===== src/rtl/fp_normalize_round.sv =====
// -----------------------------------------------------------------------------
// fp_normalize_round
//
// Final stage of the FP add/sub pipe. Takes the aligned, summed significand of
// each lane (with carry-out, guard, round and sticky), normalises it, rounds to
// nearest-even, and packs an IEEE-754 single result. NaN, infinity, zero,
// overflow and underflow are resolved here. The output feeds the writeback mux.
//
// Pipeline: two free-running register stages with a fixed 2-cycle latency and
// no backpressure. A memory-pipeline rollback squashes the valid bit of
// whichever stage holds the rolled-back thread; other threads pass through.
//
// Build option:
//   FP_DENORMAL_EN  defined   -> underflowing results become gradual denormals
//                   undefined -> underflowing results flush to signed zero
//
// Ports:
//   clk, reset                 clock; asynchronous active-high reset
//   rollback_en                rollback request this cycle
//   rollback_thread_idx        thread being rolled back
//   rollback_mem               rollback originates from the memory pipeline
//   in_valid                   input beat valid
//   in_thread_idx              issuing thread
//   in_mask                    active lanes
//   in_sum[l]                  bit24 = carry-out, bit23 = hidden-bit position
//   in_guard/round/sticky[l]   bits below in_sum[l][0]
//   in_exponent[l]             biased exponent of the larger operand
//   in_sign[l]                 result sign
//   in_is_inf/in_is_nan[l]     special-case overrides
//   out_valid                  result beat valid
//   out_thread_idx             thread of the result
//   out_mask                   lane mask of the result
//   out_result[l]              packed float per lane (0 for inactive lanes)
// -----------------------------------------------------------------------------
module fp_normalize_round #(
  parameter int unsigned LANES        = 16,
  parameter int unsigned THREAD_IDX_W = 2
) (
  input  logic                          clk,
  input  logic                          reset,
  input  logic                          rollback_en,
  input  logic [THREAD_IDX_W-1:0]       rollback_thread_idx,
  input  logic                          rollback_mem,
  input  logic                          in_valid,
  input  logic [THREAD_IDX_W-1:0]       in_thread_idx,
  input  logic [LANES-1:0]              in_mask,
  input  logic [LANES-1:0][24:0]        in_sum,
  input  logic [LANES-1:0]              in_guard,
  input  logic [LANES-1:0]              in_round,
  input  logic [LANES-1:0]              in_sticky,
  input  logic [LANES-1:0][7:0]         in_exponent,
  input  logic [LANES-1:0]              in_sign,
  input  logic [LANES-1:0]              in_is_inf,
  input  logic [LANES-1:0]              in_is_nan,
  output logic                          out_valid,
  output logic [THREAD_IDX_W-1:0]       out_thread_idx,
  output logic [LANES-1:0]              out_mask,
  output logic [LANES-1:0][31:0]        out_result
);

  // Per-lane state carried from stage 1 to stage 2.
  typedef struct packed {
    logic [24:0] sum;
    logic        guard;
    logic        round;
    logic        sticky;
    logic        sign;
    logic        is_nan;
    logic        is_inf;
    logic        is_zero;
    logic        under;
    logic [4:0]  shift;   // left shift applied on the non-carry path
    logic [9:0]  exp;     // two's-complement target exponent
  } s1_lane_t;

  // Leading zeros of a 24-bit significand; 24 when it is all zero.
  function automatic logic [4:0] lzc24(input logic [23:0] v);
    logic [4:0] n;
    n = 5'd24;
    for (int unsigned b = 0; b < 24; b++) begin
      if (v[b]) n = 5'(23 - b);
    end
    return n;
  endfunction

  // Stage 1: classify the lane and work out how far it must move.
  function automatic s1_lane_t stage1(
    input logic [24:0] sum,
    input logic        guard,
    input logic        round,
    input logic        sticky,
    input logic        sign,
    input logic        is_nan,
    input logic        is_inf,
    input logic [7:0]  exponent
  );
    s1_lane_t   l;
    logic [4:0] lz;
    logic [9:0] exp_lz;

    lz        = lzc24(sum[23:0]);
    exp_lz    = {2'b00, exponent} - {5'd0, lz};

    l.sum     = sum;
    l.guard   = guard;
    l.round   = round;
    l.sticky  = sticky;
    l.sign    = sign;
    l.is_nan  = is_nan;
    l.is_inf  = is_inf;
    l.is_zero = (sum == 25'd0) && !guard && !round;
    l.under   = !sum[24] && ($signed(exp_lz) < 10'sd1);
    l.exp     = sum[24] ? ({2'b00, exponent} + 10'd1) : exp_lz;
    l.shift   = lz;
`ifdef FP_DENORMAL_EN
    // Denormals are only shifted far enough to land at exponent field 0.
    // Underflow implies exponent-1 < lz <= 24, so the 5-bit truncation is safe.
    if (l.under) l.shift = (exponent == 8'd0) ? 5'd0 : 5'(exponent - 8'd1);
`endif
    return l;
  endfunction

  // Stage 2: shift, round to nearest-even, resolve specials and pack.
  function automatic logic [31:0] stage2(input s1_lane_t l, input logic active);
    logic [25:0] norm;
    logic [23:0] mant;
    logic        g;
    logic        st;
    logic        up;
    logic [24:0] mant_r;
    logic [9:0]  exp_f;
    logic [31:0] res;

    norm = {l.sum[23:0], l.guard, l.round} << l.shift;

    if (l.sum[24]) begin
      mant = l.sum[24:1];
      g    = l.sum[0];
      st   = l.guard | l.round | l.sticky;
    end else begin
      mant = norm[25:2];
      g    = norm[1];
      st   = norm[0] | l.sticky;
    end

    up     = g & (st | mant[0]);
    mant_r = {1'b0, mant} + {24'd0, up};

    // A normal result that rounds past 0xFFFFFF leaves fraction bits at zero,
    // so only the exponent needs the carry. A denormal sits at field 0 and
    // becomes field 1 once rounding reaches the hidden-bit position.
    exp_f = l.under ? {9'd0, mant_r[23]} : (l.exp + {9'd0, mant_r[24]});

    if (!active)
      res = '0;
    else if (l.is_nan)
      res = 32'h7FFF_FFFF;
    else if (l.is_inf)
      res = {l.sign, 31'h7F80_0000};
    else if (l.is_zero)
      res = '0;
    else if (l.under)
`ifdef FP_DENORMAL_EN
      res = {l.sign, exp_f[7:0], mant_r[22:0]};
`else
      res = {l.sign, 31'd0};
`endif
    else if ($signed(exp_f) >= 10'sd255)
      res = {l.sign, 31'h7F80_0000};
    else
      res = {l.sign, exp_f[7:0], mant_r[22:0]};
    return res;
  endfunction

  // Pipeline state
  logic                    s1_valid;
  logic [THREAD_IDX_W-1:0] s1_thread;
  logic [LANES-1:0]        s1_mask;
  s1_lane_t                s1_q [LANES];
  s1_lane_t                s1_d [LANES];
  logic [LANES-1:0][31:0]  res_d;

  logic rb_hit;
  logic kill_in;
  logic kill_s1;

  assign rb_hit  = rollback_en && rollback_mem;
  assign kill_in = rb_hit && (rollback_thread_idx == in_thread_idx);
  assign kill_s1 = rb_hit && (rollback_thread_idx == s1_thread);

  always_comb begin
    for (int unsigned i = 0; i < LANES; i++) begin
      s1_d[i] = stage1(in_sum[i], in_guard[i], in_round[i], in_sticky[i],
                       in_sign[i], in_is_nan[i], in_is_inf[i], in_exponent[i]);
    end
  end

  always_comb begin
    for (int unsigned i = 0; i < LANES; i++) begin
      res_d[i] = stage2(s1_q[i], s1_mask[i]);
    end
  end

  always_ff @(posedge clk or posedge reset) begin
    if (reset) begin
      s1_valid       <= 1'b0;
      s1_thread      <= '0;
      s1_mask        <= '0;
      for (int unsigned i = 0; i < LANES; i++) s1_q[i] <= '0;
      out_valid      <= 1'b0;
      out_thread_idx <= '0;
      out_mask       <= '0;
      out_result     <= '0;
    end else begin
      s1_valid       <= in_valid && !kill_in;
      s1_thread      <= in_thread_idx;
      s1_mask        <= in_mask;
      for (int unsigned i = 0; i < LANES; i++) s1_q[i] <= s1_d[i];
      out_valid      <= s1_valid && !kill_s1;
      out_thread_idx <= s1_thread;
      out_mask       <= s1_mask;
      out_result     <= res_d;
    end
  end

endmodule


===== config.mk =====
export PLATFORM = sky130hd
export DESIGN_NAME = fp_normalize_round
export DESIGN_NICKNAME = d
export VERILOG_FILES = /design/src/rtl/fp_normalize_round.sv
export SDC_FILE = /design/constraint.sdc
export NUM_CORES = 2
export LEC_CHECK = 0
export ABC_AREA = 1
export BUFFER_PORTS_ARGS = -buffer_cell sky130_fd_sc_hd__buf_4
export CORE_AREA = 3 3 461 463
export DETAILED_ROUTE_END_ITERATION = 10
export DIE_AREA = 0 0 464 466
export REMOVE_ABC_BUFFERS = 1
export SLEW_MARGIN = 20
export SYNTH_ARGS = -nofsm -noshare
export SYNTH_HDL_FRONTEND = slang
export SYNTH_SLANG_ARGS = --single-unit

===== constraint.sdc =====
create_clock -name clk -period 45.2 [get_ports clk]
set_clock_uncertainty 0.1 [all_clocks]
set_input_delay 2.26 -clock clk [delete_from_list [all_inputs] [get_ports clk]]
set_output_delay 2.26 -clock clk [all_outputs]
set_load 0.1 [all_outputs]

==> results.cfg <==
[sta]
drv_slew = 0
setup-tns-final_ps = 0
fmax_mhz = 154.5
hold_viol = 0
period_share_pct = 14.32
worst_pin_slew_ps = 1121
rsz0062_at_grt = false
fin_crit_ps = 6474
timing.slew.headroom_pct = 25.19
fin_hold_ws_ps = 281.0
setup-violations-final = 0

[synthesis]
ys_ff_latch = 1318
ys_types = 81
synth-async-reset-ratio_pct = 100.0
synth_edf_count = 0
yosysSeqAreaShare_pct = 36.53
synth_area_um2 = 90280
yosys_most_used_dff = dfrtp_1
synth_cells = 13400
synth.avg_cell_area_um2 = 6.736
yosys_warnings = 0

[pwr]
power_leakage_uw = 0.05343
p_per_area_nw_per_um2 = 34.48
ir_drop_mv = 0.04249
power.total_uw = 3660

[route]
routed_wl_um = 368700
drtIter0Drc = 9585
vias = 95560
via_per_inst = 5.520
postRouteAntennaNets = 0
dr.pass1.iters = 7
drcViolationCount = 0
routedWlPerCell_um = 21.30

[cts]
cts_hold_buf = 0
cts-root-buf = clkbuf_16
clk_pin_slew_worst_paths_ps = 60
clock-sinks = 1318
tritoncts = yes
numCtsBuffers = 152
cts_post_setup_buffers_inserted = 0
cts_resized = 0
htree_levels = 4
worstSkewPairLatency_ps = 830
clockBufferDepth = 3

[critical_path]
worstReg2RegStart = s1_q[538]$_DFF_PP0_
rrSetupSlack_ps = 38730
crit_family = simple AND/OR/NAND/NOR gates
end_kind = flop
crit_fanout = 27
cpMaxStageDelayCell = nor2_2
critPathArrivalTime_ps = 7100
required_ps = 45830
rr_worst_depth = 31
path_buf_inv = 3
path_class = reg2reg
reg2reg_to = out_result[132]$_DFF_PP0_
cpPeakStageDelay_ps = 770
start_kind = flop

[final_layout]
mostFrequentLayoutCells = nand2_1 (3717), nand3_1 (2326), inv_1 (1508)
final_core_util_pct = 50.75
regArea_um2 = 32980
multiInputGateArea_um2 = 48460
fin_nets = 15110
drive_gt1_share_pct = 13.32
area.growth.synth_to_final_pct = 17.57
fillCellCount = 21020
final_common_cell = nand2_1

[placement]
hpwl_um = 295800
numPortBuffers = 1179
gp_congestion = 1.023

[global_routing]
grt_max_degree = 165
grt_pass1_vias = 90170
grt_overflow = 0
grt_pass1_wl_um = 550100
antenna_found_initial = 124
grt_util_all_layers_pct = 32.81

[die]
die_area_um2 = 216200
dieWidth_um = 464
std_cell_rows = 168
coreArea_um2 = 209200
ios = 1180
die_h_um = 466
start_util_pct = 43.17

[min_path]
min_to = out_thread_idx[0]$_DFF_PP0_
hp-start = s1_thread[0]$_DFF_PP0_
hp-class = reg2reg
hold_path_depth = 0

[job]
maxCapViolCount = 0

[outcome]
status = finished, final reports clean
-- worst max-delay path by stage --
stage	end	cells after the start	slack, ps	from
2_1_floorplan	out_mask[0]$_DFF_PP0_	1	5690	reset
3_3_place_gp	s1_q[487]$_DFF_PP0_	6	38680	reset
3_5_place_dp	s1_q[487]$_DFF_PP0_	6	38570	reset
4_1_cts	out_result[234]$_DFF_PP0_	28	38640	s1_q[431]$_DFF_PP0_
5_1_grt	out_result[137]$_DFF_PP0_	31	38080	s1_q[538]$_DFF_PP0_
6_report	out_result[132]$_DFF_PP0_	31	38730	s1_q[538]$_DFF_PP0_
-- stage by stage --
stage               worst slack, ps  std cells  area [um^2]
floorplan                      5688      12890        87510
global placement              38680      16960       100500
detailed placement            38570      16960       100500
CTS                           38640      17230       105900
global route                  38080      17300       106100
finish                        38730      17310       106100
-- registers in the layout, summed over array words and instances (netlist names) --
register and cells:
s1_valid 1, out_mask 16, s1_q 768, out_result 512, s1_thread 2, out_valid 1, out_thread_idx 2, s1_mask 16
-- final cells by class --
class	instances	area share, %
repair buffers	1264	8.976
clock inverters	66	0.9312
inverters	1604	5.731
diodes	82	0.1933
multi-input cells	9965	45.65
well taps	2805	3.306
clock buffers	209	4.140
flip-flops and latches	1318	31.07
-- power breakdown --
part           internal, uW  switching (uW)  total, uW
clock                   803             527       1330
combinational           263             745       1010
sequential             1250            69.1       1320
total                  2320            1340       3660
-- routing by layer --
layer	part of all wire (%)	track usage, %
met5	0.098	0
met4	5.5	17.57
met3	7.8	6.759
met2	45	51.07
met1	42	42.90
-- logic make-up (layout without fill, tap and decap cells) --
kind of cell    count (synthesis)  in the layout  share of synthesized area [%]
mux                            14             14                         0.1552
xor+xnor                      194            194                          1.882
flops                        1318           1318                          36.53
simple gates                 7838           7838                          38.18
compound gates               1759           1759                          11.10
other cells                     0             82                              0
fa+ha+maj                     160            160                          2.350
buf+inv                      2121           3143                          9.802
-- synth_stat cells, types with 17 or more instances --
cell type,count,area [um^2]
nand2_1,3717,13950
nand3_1,2326,11640
inv_1,1509,5664
dfrtp_1,1318,32980
nor2_1,1044,3919
a21oi_1,741,3709
o21ai_0,461,2307
nand4_1,218,1364
clkbuf_1,203,762.0
buf_2,158,790.8
ha_1,144,1802
o21ai_1,132,660.6
xor2_1,132,1156
nor3_1,124,620.6
o211ai_1,82,615.6
nor4_1,71,444.2
or2_2,71,444.2
xnor2_1,62,543.0
inv_2,61,229.0
buf_6,58,653.1
nor2_2,52,325.3
buf_4,50,375.4
o21ai_2,50,437.9
buf_1,46,172.7
nand2_2,46,287.8
o21bai_1,46,345.3
o22ai_1,40,250.2
o21a_1,33,247.7
o31ai_1,32,240.2
nand3b_1,30,225.2
nand3_2,29,290.3
and2_1,28,175.2
nor2_4,23,259.0
a22oi_1,20,150.1
a31o_2,20,175.2
clkinv_1,18,67.56
a311oi_1,17,148.9
-- worst reg2reg max path, delay by kind of cell (launching register included) --
kind                     cells  cell delay, ps
AO/OA/AOI/OAI                5             610
flip-flops                   1             690
adder cells (fa/ha/maj)      3             690
buffers and inverters        3             580
AND/OR/NAND/NOR             20            3720
Power figures use the tool's default switching activity.
